### src/rtl/seg_scan_ctrl.sv
// Time-multiplexed 7-segment scan controller with ghosting blanking, PWM dimming and per-digit update grants.
// Optional macro SEG_ACTIVE_LOW_EN inverts seg_out/dig_sel for common-anode displays.
module seg_scan_ctrl #(
  parameter int NUM_DIGITS = 4,
  parameter int PRESC_W    = 12,
  parameter int BLANK_CYC  = 4
) (
  input  logic                    clk,
  input  logic                    rst_n,
  input  logic                    en,
  input  logic [PRESC_W-1:0]      presc_div,
  input  logic [3:0]              duty,
  input  logic [8*NUM_DIGITS-1:0] seg_in,
  input  logic [NUM_DIGITS-1:0]   upd_req,
  output logic [NUM_DIGITS-1:0]   upd_gnt,
  output logic [7:0]              seg_out,
  output logic [NUM_DIGITS-1:0]   dig_sel,
  output logic                    frame_start
);

  localparam int DW = (NUM_DIGITS > 1) ? $clog2(NUM_DIGITS) : 1;

`ifdef SEG_ACTIVE_LOW_EN
  localparam logic INV = 1'b1;
`else
  localparam logic INV = 1'b0;
`endif

  typedef enum logic [1:0] {
    IDLE  = 2'd0,
    BLANK = 2'd1,
    DRIVE = 2'd2
  } state_t;

  state_t             state_r, state_nx;
  logic [DW-1:0]      dig_r, dig_nx;
  logic [PRESC_W-1:0] cnt_r, cnt_nx;
  logic [PRESC_W-1:0] slot_len_r, slot_len_nx;
  logic [3:0]         pwm_r, pwm_nx;
  logic [7:0]         snap_r, snap_nx;
  logic               slot_start_s;
  logic [PRESC_W-1:0] presc_max_s;

  logic [7:0]            seg_nx;
  logic [NUM_DIGITS-1:0] sel_nx;
  logic [NUM_DIGITS-1:0] gnt_nx;
  logic                  fs_nx;

  assign presc_max_s = (presc_div > PRESC_W'(BLANK_CYC)) ? presc_div : PRESC_W'(BLANK_CYC);

  // State and registered outputs; outputs carry the value of the state being entered
  always_ff @(posedge clk) begin
    if (!rst_n) begin
      state_r     <= IDLE;
      dig_r       <= '0;
      cnt_r       <= '0;
      slot_len_r  <= '0;
      pwm_r       <= 4'd0;
      snap_r      <= 8'd0;
      upd_gnt     <= '0;
      seg_out     <= {8{INV}};
      dig_sel     <= {NUM_DIGITS{INV}};
      frame_start <= 1'b0;
    end else begin
      state_r     <= state_nx;
      dig_r       <= dig_nx;
      cnt_r       <= cnt_nx;
      slot_len_r  <= slot_len_nx;
      pwm_r       <= pwm_nx;
      snap_r      <= snap_nx;
      upd_gnt     <= gnt_nx;
      seg_out     <= seg_nx ^ {8{INV}};
      dig_sel     <= sel_nx ^ {NUM_DIGITS{INV}};
      frame_start <= fs_nx;
    end
  end

  // Next-state: slot sequencing, digit advance, segment snapshot
  always_comb begin
    state_nx     = state_r;
    dig_nx       = dig_r;
    cnt_nx       = cnt_r;
    slot_len_nx  = slot_len_r;
    pwm_nx       = pwm_r;
    snap_nx      = snap_r;
    slot_start_s = 1'b0;
    if (!en) begin
      state_nx = IDLE;
      dig_nx   = '0;
      cnt_nx   = '0;
      pwm_nx   = 4'd0;
    end else begin
      case (state_r)
        IDLE: begin
          state_nx     = BLANK;
          dig_nx       = '0;
          cnt_nx       = '0;
          slot_len_nx  = presc_max_s;
          slot_start_s = 1'b1;
        end
        BLANK: begin
          cnt_nx = cnt_r + PRESC_W'(1);
          if (cnt_r == PRESC_W'(BLANK_CYC - 1)) begin
            state_nx = DRIVE;
            pwm_nx   = 4'd0;
            snap_nx  = seg_in[int'(dig_r)*8 +: 8];
          end else begin
            state_nx = BLANK;
          end
        end
        DRIVE: begin
          if (cnt_r == slot_len_r) begin
            state_nx     = BLANK;
            cnt_nx       = '0;
            dig_nx       = (dig_r == DW'(NUM_DIGITS - 1)) ? DW'(0) : dig_r + DW'(1);
            slot_len_nx  = presc_max_s;
            slot_start_s = 1'b1;
          end else begin
            cnt_nx = cnt_r + PRESC_W'(1);
            pwm_nx = pwm_r + 4'd1;
          end
        end
        default: begin
          state_nx = IDLE;
          dig_nx   = '0;
          cnt_nx   = '0;
        end
      endcase
    end
  end

  // Output decode for the state being entered; grant only on the first blank cycle of a slot
  always_comb begin
    seg_nx = 8'd0;
    sel_nx = '0;
    gnt_nx = '0;
    fs_nx  = 1'b0;
    if (state_nx == DRIVE) begin
      sel_nx = NUM_DIGITS'(1) << dig_nx;
      if ((duty == 4'hF) || (pwm_nx < duty)) begin
        seg_nx = snap_nx;
      end else begin
        seg_nx = 8'd0;
      end
    end else begin
      seg_nx = 8'd0;
      sel_nx = '0;
    end
    if (slot_start_s) begin
      fs_nx = (dig_nx == DW'(0));
      if (upd_req[dig_nx]) begin
        gnt_nx[dig_nx] = 1'b1;
      end else begin
        gnt_nx = '0;
      end
    end else begin
      fs_nx = 1'b0;
    end
  end

endmodule

### config.mk
export PLATFORM = sky130hd
export DESIGN_NAME = seg_scan_ctrl
export DESIGN_NICKNAME = d
export VERILOG_FILES = /design/src/rtl/seg_scan_ctrl.sv
export SDC_FILE = /design/constraint.sdc
export NUM_CORES = 1
export LEC_CHECK = 0
export BUFFER_PORTS_ARGS = -buffer_cell sky130_fd_sc_hd__buf_2
export CAP_MARGIN = 0
export CORE_UTILIZATION = 45
export CTS_CLUSTER_DIAMETER = 50
export DETAILED_ROUTE_END_ITERATION = 6
export GPL_TIMING_DRIVEN = 0
export PLACE_DENSITY = 0.71
export SETUP_SLACK_MARGIN = 0.15
export SYNTH_ARGS = -nofsm -noshare
export SYNTH_HDL_FRONTEND = slang
export SYNTH_SLANG_ARGS = --single-unit
### constraint.sdc
create_clock -name clk -period 2.4 [get_ports clk]
set_input_delay 0.12 -clock clk [delete_from_list [all_inputs] [get_ports clk]]
set_output_delay 0.12 -clock clk [all_outputs]
set_load 0.03 [all_outputs]
==> out/results.txt <==
The number of buffers added to fix hold violations after cts is 0. The H-tree depth is 3, and the headroom to the max-slew limit is 0.7031. 72 I/O pins were placed.

The static leakage came out at 1.678 nW. The antenna diode instance count came out at 0. The checks that failed: negative setup slack.

Most common cell in the netlist: sky130_fd_sc_hd__dfxtp_1. The run gives 11,020 um as the wire length of the first global-routing pass. The placed instances occupy a cell area of 3403 um2. The part of the cycle the worst path needs works out to 1.088. The logs give 0 for the final number of hold-violating endpoints and 0.415 for the sequential power share. For this run, design rule violations remaining after detail routing come to 0. The area share of the largest cell type after synthesis was 0.3940. Number of global-route vias before repair: 2,440. The cell seen most often among critical-path stages is sky130_fd_sc_hd__nand2_1.

Dividing total power by cell area gives a power density of 581.3 nW/um2. The fraction of layout cells with a size suffix above 1 is 0.4485, and the top achievable clock speed is 0.3830 GHz. Hold is met by 25.57 ps. The placed cell count came out at 448.

The tools report the number of clock sinks as 57. The largest total area in the synthesized netlist belongs to sky130_fd_sc_hd__dfxtp_1. The final layout contains routed wiring with a total length of 6839 um. The flow ran to the end, but the final reports show violations. Yosys printed 0 warnings. The routed design could run at a clock period as short as 2611 ps.

Data on the critical path arrives at its endpoint at 2830 ps. The synthesized area per cell came out at 9.591 um2. Cell internal power was estimated by the tool at 1.821 mW. The largest driver fanout on the critical path came out at 8. Synthesis handed over a netlist of 302 instances. The congestion estimate from routability-driven global placement came to 0.8122.

The commonest cells after synthesis are sky130_fd_sc_hd__dfxtp_1 (57), sky130_fd_sc_hd__nor2_1 (44), sky130_fd_sc_hd__nand2_1 (22). The endpoint class of the critical path is a register. The detailed-route vias per instance was 5.222; the number of placement rows was 28. The tools report the share of total power in combinational logic as 0.117. The transition at the pin with the smallest max-transition slack was 444.9 ps; the largest clock skew in the final design was 6.368 ps.

The average detailed-routed wire length per instance works out to 14.16 um. The cell sitting at the root of the clock tree is a sky130_fd_sc_hd__clkbuf_8. Data on the critical path is required at its endpoint by 2620 ps. The logs give 0.468 for the proportion of power drawn by the clock network and 0.6668 for the final cell utilization of the core. The critical path is of the reg -> reg type. Summing all non-filler instances in the final layout gives an area of 4041 um2. The final critical-path setup slack was -210.9 ps; the global route total overflow was 0. The post-DP HPWL was 4821 um; the largest net degree at the start of global routing was 11.

The total iterations of the first detailed-routing run is 4. The tools report the final net count as 468. The number of cells in the finished layout apart from fillers was 483. The routed layout has 2,522 vias.

The final-report max-slew violation count was 0; the flip-flop and latch count after synthesis was 57. In this run the vertical extent of the chip is 82.23 um. The clock transition at the register clock pins on the worst setup and hold paths after CTS is 70 ps, and the count of buffers inserted at the top-level ports is 71. In this run, CTS created clock tree buffers numbering 9. Initial antenna violation count: 0. The critical-path cell with the highest stage delay is sky130_fd_sc_hd__dfxtp_4.

The run gives 0.2170 as the overall routing resource usage. Compared with the post-synthesis result, the final layout area differs by 39.52%. The net count after synthesis was 367; the reported max-cap violation count was 0. Adding up every negative setup slack in the final design gives -1557 ps. The kind of launch point of the worst setup path was a register.

In this run the standard cell core region covers 6061 um2. In this run the remaining antenna-violating nets after routing total 0. The most used flip-flop cell after synthesis is sky130_fd_sc_hd__dfxtp_1.

The run gives 0.4779 as the initial cell density of the core. The run gives 0.0003889 V as the peak supply drop. Ranked by total cell area, the synthesized netlist is headed by sky130_fd_sc_hd__dfxtp_1 (39%), sky130_fd_sc_hd__mux4_2 (6.2%), sky130_fd_sc_hd__nor2_1 (5.7%). Number of synthesized flops with an enable pin: 0. The net switching power of the design was 528.2 uW. After filler insertion, the fill cell instance count of the layout stands at 475.

At the later pin of the worst-skew pair, clock insertion delay measures 340 ps. The run gives 0.3940 as the sequential fraction of the synthesis area. After the first detailed-routing iteration, the DRC count stood at 92. Switching power as a share of total power: 0.2248.

The tools report the total standard cell area after synthesis as 2897 um2. In this run the worst hold path is classified as in -> reg. Setup violations remaining at the end of the flow were counted as 8. For the total die area, the log shows 6762 um2.

Total power for the finished layout comes to 2.349 mW. OpenSTA, run right after detailed placement, puts the worst setup slack at -410.3 ps. The largest single stage delay on the critical path is 370 ps. Synthesis instantiated 49 different standard cells from the library. The maximum root-to-sink buffer count is 2. Walking the worst path, the cells encountered are buf_4, nor3_1, and3_1, nand2b_4, nand2_1, nand2_1, o21ai_1, and2_4, ha_4, nor2b_4, o21ai_2, a31oi_4, nor2_1. TritonCTS built the clock tree. Share of flip-flops with an asynchronous set or reset after synthesis: 0. Setup repair after global routing could not meet its margin everywhere. The x dimension of the die works out to 82.23 um.
## worst paths after layout
kind         cells after the start     startpoint  slack, ps       endpoint
min reg2reg                      2  slot_len_r[1]        520  slot_len_r[1]
max                             13       cnt_r[2]       -210     seg_out[0]
min                              2     upd_req[3]         30     upd_gnt[3]
max reg2reg                     13       cnt_r[2]       -210     seg_out[0]
## registers in the layout (all words and copies together), names as in the netlist
signal       count
state_r          2
dig_r            2
cnt_r           12
frame_start      1
pwm_r            4
snap_r           8
seg_out          8
dig_sel          4
slot_len_r      12
upd_gnt          4
## layer usage
metal,share of wire,global-route usage,wire [um]
met5,0,0,0
met4,0.022,0.05263,152
met2,0.51,0.3818,3480
met1,0.42,0.2507,2854
met3,0.051,0.07473,352
## placed cells by master (no fill, tap or decap), types with 2 or more instances in the layout
master	instances
sky130_fd_sc_hd__nor2_2	2
sky130_fd_sc_hd__and3_1	8
sky130_fd_sc_hd__nor2_1	43
sky130_fd_sc_hd__xor2_1	6
sky130_fd_sc_hd__mux4_2	8
sky130_fd_sc_hd__and4_4	2
sky130_fd_sc_hd__xnor2_4	5
sky130_fd_sc_hd__bufinv_16	3
sky130_fd_sc_hd__dfxtp_2	13
sky130_fd_sc_hd__nor3_4	2
sky130_fd_sc_hd__nand3_1	8
sky130_fd_sc_hd__dfxtp_4	7
sky130_fd_sc_hd__clkbuf_8	10
sky130_fd_sc_hd__buf_2	73
sky130_fd_sc_hd__buf_4	16
sky130_fd_sc_hd__nand2b_1	3
sky130_fd_sc_hd__ha_4	2
sky130_fd_sc_hd__clkbuf_1	3
sky130_fd_sc_hd__a21oi_1	10
sky130_fd_sc_hd__and2_1	11
sky130_fd_sc_hd__nand4_1	4
sky130_fd_sc_hd__buf_6	3
sky130_fd_sc_hd__nor3_1	5
sky130_fd_sc_hd__xnor2_2	7
sky130_fd_sc_hd__mux2i_1	10
sky130_fd_sc_hd__o21ai_0	3
sky130_fd_sc_hd__o311ai_0	2
sky130_fd_sc_hd__a21o_1	2
sky130_fd_sc_hd__nand4_4	2
sky130_fd_sc_hd__nor4_1	3
sky130_fd_sc_hd__xnor2_1	4
sky130_fd_sc_hd__mux2_2	8
sky130_fd_sc_hd__nand2_1	22
sky130_fd_sc_hd__or4b_1	2
sky130_fd_sc_hd__ha_1	8
sky130_fd_sc_hd__o21ai_1	2
sky130_fd_sc_hd__dfxtp_1	37
sky130_fd_sc_hd__inv_1	15
sky130_fd_sc_hd__a31oi_1	2
## logic make-up (layout without fill, tap and decap cells)
kind of cell / count (synthesis) / count (layout) / synth area share
xor+xnor: 22 / 22 / 0.07948
mux: 26 / 26 / 0.1279
compound gates: 35 / 35 / 0.08727
fa+ha+maj: 10 / 10 / 0.04320
buf+inv: 23 / 129 / 0.03197
simple gates: 129 / 129 / 0.2363
flops: 57 / 57 / 0.3940
## layout make-up
class | instances | area [um2] | area share
Inverter | 16 | 60.06 | 0.01486
Clock inverter | 5 | 102.6 | 0.02539
Tap cell | 75 | 93.84 | 0.02322
Buffer | 7 | 45.04 | 0.01115
Timing Repair Buffer | 90 | 509.2 | 0.1260
Multi-Input combinational cell | 222 | 1906 | 0.4715
Clock buffer | 11 | 141.4 | 0.03498
Sequential cell | 57 | 1184 | 0.2929
## worst max-delay path: cells and delay by family, from the launching register on
kind            cells  cell delay [ps]
flops               1              370
compound gates      3              460
fa+ha+maj           1              270
simple gates        8             1260
buf+inv             1              160
## power groups by stage
stage | logic (mW) | clock network, mW | registers [mW]
5_1_grt | 0.299 | 1.16 | 0.977
3_5_place_dp | 0.205 | 0 | 0.999
6_report | 0.275 | 1.10 | 0.976
2_1_floorplan | 0.129 | 0 | 0.998
4_1_cts | 0.234 | 1.11 | 0.973
3_3_place_gp | 0.201 | 0 | 0.999
## timing repair
item | CTS | global route
endpoints found under the setup margin | 17 | 32
pin swaps | 16 | 25
resized for setup | 24 | 31
setup buffers | 9 | 10
Note: power is estimated with default switching activity, not from simulation.
